**src/rtl/btn_event_decoder.sv**
```systemverilog
// rtl/btn_event_decoder.sv - push-button synchroniser, debouncer and press/short/long/release event decoder
module btn_event_decoder #(
   parameter int DEBOUNCE_CYCLES = 48000,
   parameter int LONG_CYCLES     = 48000000,
   parameter int ACTIVE_LOW      = 1
) (
   input  logic clk,
   input  logic rst,
   input  logic btn_in,
   output logic btn_level,
   output logic press_pulse,
   output logic short_pulse,
   output logic long_pulse,
   output logic release_pulse
);

   localparam int DB_W   = $clog2(DEBOUNCE_CYCLES + 1);
   localparam int HOLD_W = $clog2(LONG_CYCLES + 1);
   localparam logic [DB_W-1:0]   DB_LAST   = DB_W'(DEBOUNCE_CYCLES - 1);
   localparam logic [HOLD_W-1:0] HOLD_LAST = HOLD_W'(LONG_CYCLES - 1);
   localparam logic IDLE_PAD = (ACTIVE_LOW != 0) ? 1'b1 : 1'b0;

   typedef enum logic [1:0] {
      IDLE    = 2'd0,
      PRESSED = 2'd1,
      LONG    = 2'd2
   } state_t;

   logic              sync1;
   logic              sync2;
   logic              s;
   logic              db_level;
   logic [DB_W-1:0]   db_cnt;
   logic [HOLD_W-1:0] hold_cnt;
   logic [HOLD_W-1:0] hold_next;
   state_t            state;
   state_t            state_next;
   logic              rise;
   logic              fall;
   logic              press_next;
   logic              short_next;
   logic              long_next;
   logic              release_next;

   // Two-flop synchroniser on the asynchronous pad, parked at the not-pressed level in reset
   always_ff @(posedge clk) begin
      if (rst) begin
         sync1 <= IDLE_PAD;
         sync2 <= IDLE_PAD;
      end else begin
         sync1 <= btn_in;
         sync2 <= sync1;
      end
   end

   assign s = (ACTIVE_LOW != 0) ? ~sync2 : sync2;

   // Accept a new level only after DEBOUNCE_CYCLES consecutive disagreeing samples
   always_ff @(posedge clk) begin
      if (rst) begin
         db_level <= 1'b0;
         db_cnt   <= '0;
      end else if (s == db_level) begin
         db_cnt <= '0;
      end else if (db_cnt == DB_LAST) begin
         db_level <= s;
         db_cnt   <= '0;
      end else begin
         db_cnt <= db_cnt + 1'b1;
      end
   end

   // btn_level lags db_level by one cycle so it moves on the same edge as the strobes
   assign rise = db_level & ~btn_level;
   assign fall = ~db_level & btn_level;

   // Next-state and strobe decode; a release in the threshold cycle beats the long event
   always_comb begin
      state_next   = state;
      hold_next    = hold_cnt;
      press_next   = 1'b0;
      short_next   = 1'b0;
      long_next    = 1'b0;
      release_next = 1'b0;
      case (state)
         IDLE: begin
            hold_next = '0;
            if (rise) begin
               press_next = 1'b1;
               state_next = PRESSED;
            end
         end
         PRESSED: begin
            hold_next = hold_cnt + 1'b1;
            if (fall) begin
               short_next   = 1'b1;
               release_next = 1'b1;
               state_next   = IDLE;
            end else if (hold_cnt == HOLD_LAST) begin
               long_next  = 1'b1;
               state_next = LONG;
            end
         end
         LONG: begin
            if (fall) begin
               release_next = 1'b1;
               state_next   = IDLE;
            end
         end
         default: begin
            state_next = IDLE;
         end
      endcase
   end

   // State, hold counter, level and registered single-cycle strobes
   always_ff @(posedge clk) begin
      if (rst) begin
         state         <= IDLE;
         hold_cnt      <= '0;
         btn_level     <= 1'b0;
         press_pulse   <= 1'b0;
         short_pulse   <= 1'b0;
         long_pulse    <= 1'b0;
         release_pulse <= 1'b0;
      end else begin
         state         <= state_next;
         hold_cnt      <= hold_next;
         btn_level     <= db_level;
         press_pulse   <= press_next;
         short_pulse   <= short_next;
         long_pulse    <= long_next;
         release_pulse <= release_next;
      end
   end

endmodule

```
**config.mk**
```make
export PLATFORM = sky130hd
export DESIGN_NAME = btn_event_decoder
export DESIGN_NICKNAME = d
export VERILOG_FILES = /design/src/rtl/btn_event_decoder.sv
export SDC_FILE = /design/constraint.sdc
export NUM_CORES = 1
export LEC_CHECK = 0
export BUFFER_PORTS_ARGS = -buffer_cell sky130_fd_sc_hd__buf_4
export CAP_MARGIN = 20
export CORE_UTILIZATION = 50
export DETAILED_ROUTE_END_ITERATION = 10
export PLACE_DENSITY_LB_ADDON = 0.1
export SLEW_MARGIN = 20
export SYNTH_ARGS = -nofsm -noshare
export SYNTH_HDL_FRONTEND = slang
export SYNTH_SLANG_ARGS = --single-unit
```
**constraint.sdc**
```tcl
create_clock -name clk -period 2 [get_ports clk]
set_input_delay 0.2 -clock clk [delete_from_list [all_inputs] [get_ports clk]]
set_output_delay 0.2 -clock clk [all_outputs]
set_load 0.02 [all_outputs]
```
==> qor.csv, run 1 <==
stage;metric;value;unit
worst_setup_path;crit path DAT;2.19;ns
routing;final wirelength;5070;um
place;DP Area;0.00274;mm^2
die;core area;0.00479;mm^2
yosys;Area contributors post-synth;dfxtp_1 (41%), xnor2_1 (4.5%), nand2_1 (4.0%);
cells_and_area;final-layout fill cell count;442;
sta;worst slew margin relative to its limit;0.671;
worst_setup_path;Critical Path Fanout Max;5;
cells_and_area;share of layout cells above drive strength 1;0.177;
yosys;Cell Area, Synth;0.00253;mm^2
grt;largest net degree at the start of global routing;40;
worst_setup_path;Critical Setup Path Class;flop to flop;
cells_and_area;Reg area;0.00104;mm^2
routing;drt pass-1 iters;4;
yosys;most frequent cells after synthesis;dfxtp_1 (52), nand2_1 (27), nor2_1 (27);
cells_and_area;Core Util, Final;0.598;
run_status;status;completed;
routing;Avg WL per Cell;13.2;um
routing;via count;2154;
pwr;power density over cell area;580;mW/mm^2
routing;DR iter-0 viols;91;
pwr;Internal;1.29;mW
yosys;Seq cells post-synth;52;
yosys;biggest area consumer among synthesized cells;dfxtp_1;
sta;Max Clk Rate;515;MHz
place;PortBufs;7;
clock_network;Root Driver;clkbuf_8;
clock_network;CTS tree;built;
worst_setup_path;worst-path cell chain;inv_1, ha_1, or3b_2, a2111oi_2, a41oi_1, nand3_1;
yosys;Distinct cells, synth;44;
yosys;YS warnings;0;
sta;max-slew violation count;0;
pwr;sequential share of power;0.625;
die;Initial Utilization;0.528;
cells_and_area;cell area after layout;0.00286;mm^2
sta;minimum hold slack;0.0699;ns
yosys;most common cell in the netlist;dfxtp_1;
sta;Fin. Hold Viols;0;
worst_setup_path;worst stage delay on the critical path;0.54;ns
grt;GRT Overall Usage;0.213;
worst_setup_path;CP max stage cell;or3b_2;
clock_network;H-tree depth;2;
place;RePlAce Congestion;0.796;
pwr;combinational fraction of design power;0.015;
cells_and_area;Ant. Diodes;0;
min_path;HP Class;input port to flop;
die;DIE WIDTH;73.1;um
clock_network;CTS Sinks;52;
sta;Tightest Pin Transition;0.489;ns
place;Inst Count DP;375;
yosys;Synth top area share;0.412;
pwr;Pleak;0.877;nW
die;I/O pin cnt;8;
yosys;post-synthesis net count;304;
sta;Max Clock Skew;0.0130;ns
worst_setup_path;Crit. End Element;flop;
clock_network;CTS clk-pin slew, worst paths;0.09;ns
cells_and_area;Largest regs;hold_cnt x26, db_cnt x16, state x2;
yosys;Post-synth top flop;dfxtp_1;
worst_setup_path;Worst Path Required;2.24;ns
clock_network;Max clock buf depth;2;
yosys;cell count after synthesis;296;
die;# rows;25;
pwr;Sw Ratio;0.220;
grt;vias in the first global route;1956;
clock_network;clock latency at the later pin of the worst-skew pair;0.31;ns
cells_and_area;footprint of the multi-input gates;0.00142;mm^2
yosys;Mapped Avg Cell Area;8.53;um^2
sta;Final period util;0.971;
clock_network;CTS Buf Count;5;
pwr;Max VDD drop;0.000489;V
grt;initial antenna violation count;0;
worst_setup_path;startpoint type of the worst setup path;flop;
grt;total congestion overflow;0;
cells_and_area;area growth from synthesis to final layout;13.3;%
die;Die Area;0.00534;mm^2
pwr;P_sw;365;uW
pwr;Pwr Total;1.66;mW
yosys;Post-synth EDFFs;0;
die;Die H;73.1;um
yosys;Seq/Total Area, Yosys;0.412;
routing;Antenna Nets Post-Route;0;
pwr;clock power share;0.359;
routing;drt drc;0;
routing;post-DR vias/cell;5.62;
cells_and_area;Biggest register;hold_cnt;
grt;first-pass GRT wire length;8890;um
cells_and_area;final cell count without fillers;383;
job;number of max-cap violations;0;
sta;crit path time final;1.94;ns
place;placed wire-length estimate;3550;um
cells_and_area;Final nets;323;
yosys;Async SR Flop Fraction;0;
sta;endpoints failing setup;0;
cells_and_area;max reg flops;26;
metrics by stage:
stage	TNS, ns	worst slack (ns)
after global routing	-0.0122	-0.0122
after CTS	0	0.0468
after floorplan	0	0.0647
final	0	0.0586
after global placement	0	0.116
after detailed placement	0	0.0762
worst max-delay path: cells and delay by family, from the launching register on:
| kind | cells | cell delay (ns) |
|---|---|---|
| AND/OR/NAND/NOR | 2 | 0.65 |
| buffers and inverters | 1 | 0.11 |
| adder cells (fa/ha/maj) | 1 | 0.24 |
| flip-flops | 1 | 0.43 |
| AO/OA/AOI/OAI | 2 | 0.46 |
power groups by stage:
stage / Clock, mW / Combinational, mW / Sequential, mW
finish: 0.596 / 0.0256 / 1.04
global route: 0.667 / 0.0287 / 1.04
CTS: 0.621 / 0.0260 / 1.04
detailed placement: 0 / 0.0259 / 1.06
global placement: 0 / 0.0257 / 1.06
floorplan: 0 / 0.0193 / 1.06
placed cells by master, fill, tap and decap left out, types with 3 or more instances in the layout:
cell type and instances:
dfxtp_1 49, nand2_1 27, nor2_1 27, buf_4 24, a21oi_1 19, nand3_1 16
xnor2_1 13, nor3_1 12, inv_1 11, or2_2 11, nor4_1 9, mux2i_1 7
nand4_1 6, or3_1 6, o311ai_0 5, or4_1 5, o211ai_1 5, a311oi_1 5
clkbuf_8 5, nand2b_1 4, nor3b_1 4, nor4bb_1 3, ha_1 3, dfxtp_2 3
final timing paths:
path / start / end / slack (ns) / cells after the start
worst max-delay path: state[0] / state[0] / 0.06 / 6
worst min-delay path: btn_in / sync1 / 0.07 / 2
worst max register to register: state[0] / state[0] / 0.06 / 6
worst min register to register: sync1 / sync2 / 0.42 / 1
per-layer routing:
metal	up-vias	routed length [um]	global-route usage
li1	1121	-	-
met1	996	2710	0.302
met2	31	2150	0.320
met3	6	150	0.0428
met4	0	48	0.0719
met5	-	0	0
what timing repair did:
item / 4_1_cts / 5_1_grt
hold buffers: 0 / 0
setup endpoints to repair: 0 / 10
buffers inserted: 0 / 0
resized for setup: 0 / 11
cell type report:
type,count,area share
Multi-Input combinational cell,220,0.496
Inverter,12,0.0157
Sequential cell,52,0.365
Clock inverter,2,0.00568
Clock buffer,6,0.0253
Timing Repair Buffer,24,0.0629
Tap cell,67,0.0293
kinds of logic after synthesis:
| kind of cell | Yosys count | share of synthesized area |
|---|---|---|
| xor+xnor | 15 | 0.0520 |
| compound gates | 49 | 0.134 |
| simple gates | 144 | 0.313 |
| buf+inv | 24 | 0.0371 |
| mux | 7 | 0.0277 |
| flops | 52 | 0.412 |
| fa+ha+maj | 5 | 0.0248 |
No activity file was read; power rests on OpenSTA's default activity.
==> run 2, diff against run 1 <==
--- a/config.mk
+++ b/config.mk
@@ -7,6 +7,7 @@
 export LEC_CHECK = 0
 export BUFFER_PORTS_ARGS = -buffer_cell sky130_fd_sc_hd__buf_4
 export CAP_MARGIN = 20
+export CORE_ASPECT_RATIO = 0.5
 export CORE_UTILIZATION = 50
 export DETAILED_ROUTE_END_ITERATION = 10
 export PLACE_DENSITY_LB_ADDON = 0.1
==> constraint.sdc (replaced) <==
create_clock -name clk -period 2 [get_ports clk]
set_input_delay 0.2 -clock clk [delete_from_list [all_inputs] [get_ports clk]]
set_output_delay 0.2 -clock clk [all_outputs]
set_load 0.05 [all_outputs]
==> run 2 against run 1 <==
Effect of this change: final area shrank 0.66%; hold slack gained 0.0057 ns; critical path depth shrank 1; setup slack gained 0.040 ns; non-clock buffer count shrank 1; count of clock-buffer cells in the layout shrank 1; die area grew 0.32%; highest routed layer unchanged; sequential share of layout area grew 0.24 points; first-iteration DRC count shrank 30%.
==> qor.csv, run 2 (synthesis results as in run 1) <==
stage;metric;value;unit
run_status;status;completed;
clock_network;Post-CTS Hold Fix Bufs;0;
worst_setup_path;end of the worst register-to-register path;hold_cnt[24];
worst_setup_path;worst r2r src;hold_cnt[5];
worst_setup_path;worst stage delay on the critical path;0.61;ns
worst_setup_path;Critical Path Fanout Max;7;
worst_setup_path;Worst path top cell family by delay;simple AND/OR/NAND/NOR gates;
die;Die H;52.3;um
routing;drt pass-1 iters;4;
sta;Tightest Pin Transition;0.518;ns
grt;vias in the first global route;2041;
sta;worst slew margin relative to its limit;0.651;
min_path;HP Class;input port to flop;
place;DP Area;0.00273;mm^2
sta;Fin. Hold Viols;0;
grt;GRT Overall Usage;0.209;
routing;via count;2169;
worst_setup_path;crit path DAT;2.14;ns
worst_setup_path;worst-path cell chain;nand4_4, or4_1, buf_4, or4_1, a21oi_1;
clock_network;clock latency at the later pin of the worst-skew pair;0.30;ns
pwr;power density over cell area;596;mW/mm^2
cells_and_area;share of layout cells above drive strength 1;0.168;
clock_network;H-tree depth;2;
cells_and_area;Core Util, Final;0.616;
routing;Avg WL per Cell;13.0;um
cells_and_area;most common cell after layout, fill and taps aside;dfxtp_1;
min_path;HP Start;btn_in;
sta;final setup TNS;0;ns
worst_setup_path;Critical Setup Path Class;flop to flop;
cells_and_area;Biggest register;hold_cnt;
grt;total congestion overflow;0;
job;number of max-cap violations;0;
die;I/O pin cnt;8;
worst_setup_path;Worst Path Required;2.24;ns
routing;Antenna Nets Post-Route;0;
worst_setup_path;FF-to-FF path depth;5;
place;Inst Count DP;373;
die;core area;0.00462;mm^2
sta;RSZ-0062 raised after global routing;false;
pwr;Max VDD drop;0.000345;V
worst_setup_path;Crit. End Element;flop;
pwr;Pleak;0.876;nW
sta;Final period util;0.951;
worst_setup_path;startpoint type of the worst setup path;flop;
routing;post-DR vias/cell;5.69;
cells_and_area;final cell count without fillers;381;
clock_network;CTS Buf Count;5;
min_path;Hold Crit Endpoint;sync1;
worst_setup_path;CP max stage cell;or4_1;
clock_network;CTS clk-pin slew, worst paths;0.10;ns
die;DIE WIDTH;103;um
sta;Max Clk Rate;526;MHz
routing;drt drc;0;
grt;largest net degree at the start of global routing;40;
cells_and_area;Ant. Diodes;0;
die;Initial Utilization;0.547;
sta;Max Clock Skew;0.00452;ns
die;# rows;17;
clock_network;CTS Sinks;52;
grt;first-pass GRT wire length;8630;um
min_path;hold path cells;2;
sta;max-slew violation count;0;
sta;crit path time final;1.90;ns
worst_setup_path;r2r setup slk;0.1;ns
clock_network;Post-CTS Setup Bufs;0;
grt;initial antenna violation count;0;
die;Die Area;0.00536;mm^2
place;placed wire-length estimate;3650;um
cells_and_area;most frequent cells in the layout;dfxtp_1 (49), nand2_1 (27), nor2_1 (27), buf_4 (23), a21oi_1 (19);
place;PortBufs;7;
clock_network;CTS tree;built;
sta;endpoints failing setup;0;
cells_and_area;area growth from synthesis to final layout;12.6;%
routing;final wirelength;4970;um
cells_and_area;cell area after layout;0.00284;mm^2
clock_network;post-CTS sizing;0;
clock_network;Max clock buf depth;2;
sta;minimum hold slack;0.0756;ns
cells_and_area;max reg flops;26;
worst_setup_path;most frequent cell on the critical path;or4_1;
routing;DR iter-0 viols;64;
worst_setup_path;Worst Path Buf+Inv;1;
clock_network;Root Driver;clkbuf_8;
place;RePlAce Congestion;0.833;
cells_and_area;Largest regs;hold_cnt x26, db_cnt x16, state x2;
cells_and_area;Final nets;322;
-- run 2: power breakdown --
part / switching (mW) / leakage [nW] / internal [mW]
registers: 0.00120 / 0.421 / 1.04
logic: 0.0165 / 0.406 / 0.00871
clock network: 0.372 / 0.0491 / 0.258
-- run 2: layout make-up --
type / instances / area, um^2
Fill cell: 420 / 1770
Multi-Input combinational cell: 220 / 1400
Sequential cell: 52 / 1040
Timing Repair Buffer: 23 / 173
Tap cell: 66 / 82.6
Clock buffer: 5 / 68.8
Inverter: 12 / 45.0
Clock inverter: 3 / 26.3
-- run 2: how the worst max path moves through the flow --
stage / slack (ns) / from / cells past startpoint / endpoint
after floorplan: 0.06 / hold_cnt[0] / 5 / hold_cnt[14]
after global placement: 0.11 / hold_cnt[6] / 5 / hold_cnt[22]
after detailed placement: 0.07 / hold_cnt[6] / 5 / hold_cnt[24]
after CTS: 0.06 / hold_cnt[6] / 5 / hold_cnt[24]
after global routing: 0.007 / state[1] / 7 / hold_cnt[21]
final: 0.1 / hold_cnt[5] / 5 / hold_cnt[24]
-- run 2: routing by layer --
layer  global-route usage  part of all wire  vias up  routed length, um
met2                0.376              0.47       45               2350
met5                    0                 0        -                  0
li1                     -                 -     1115                  -
met4               0.0476            0.0070        0                 35
met3               0.0547             0.053        5                264
met1                0.252              0.47     1004               2310
-- run 2: through the flow --
step / power [mW] / setup WS [ns]
6_report: 1.69 / 0.0985
5_1_grt: 1.75 / 0.00660
4_1_cts: 1.71 / 0.0562
3_5_place_dp: 1.09 / 0.0723
3_3_place_gp: 1.09 / 0.110
2_1_floorplan: 1.08 / 0.0647
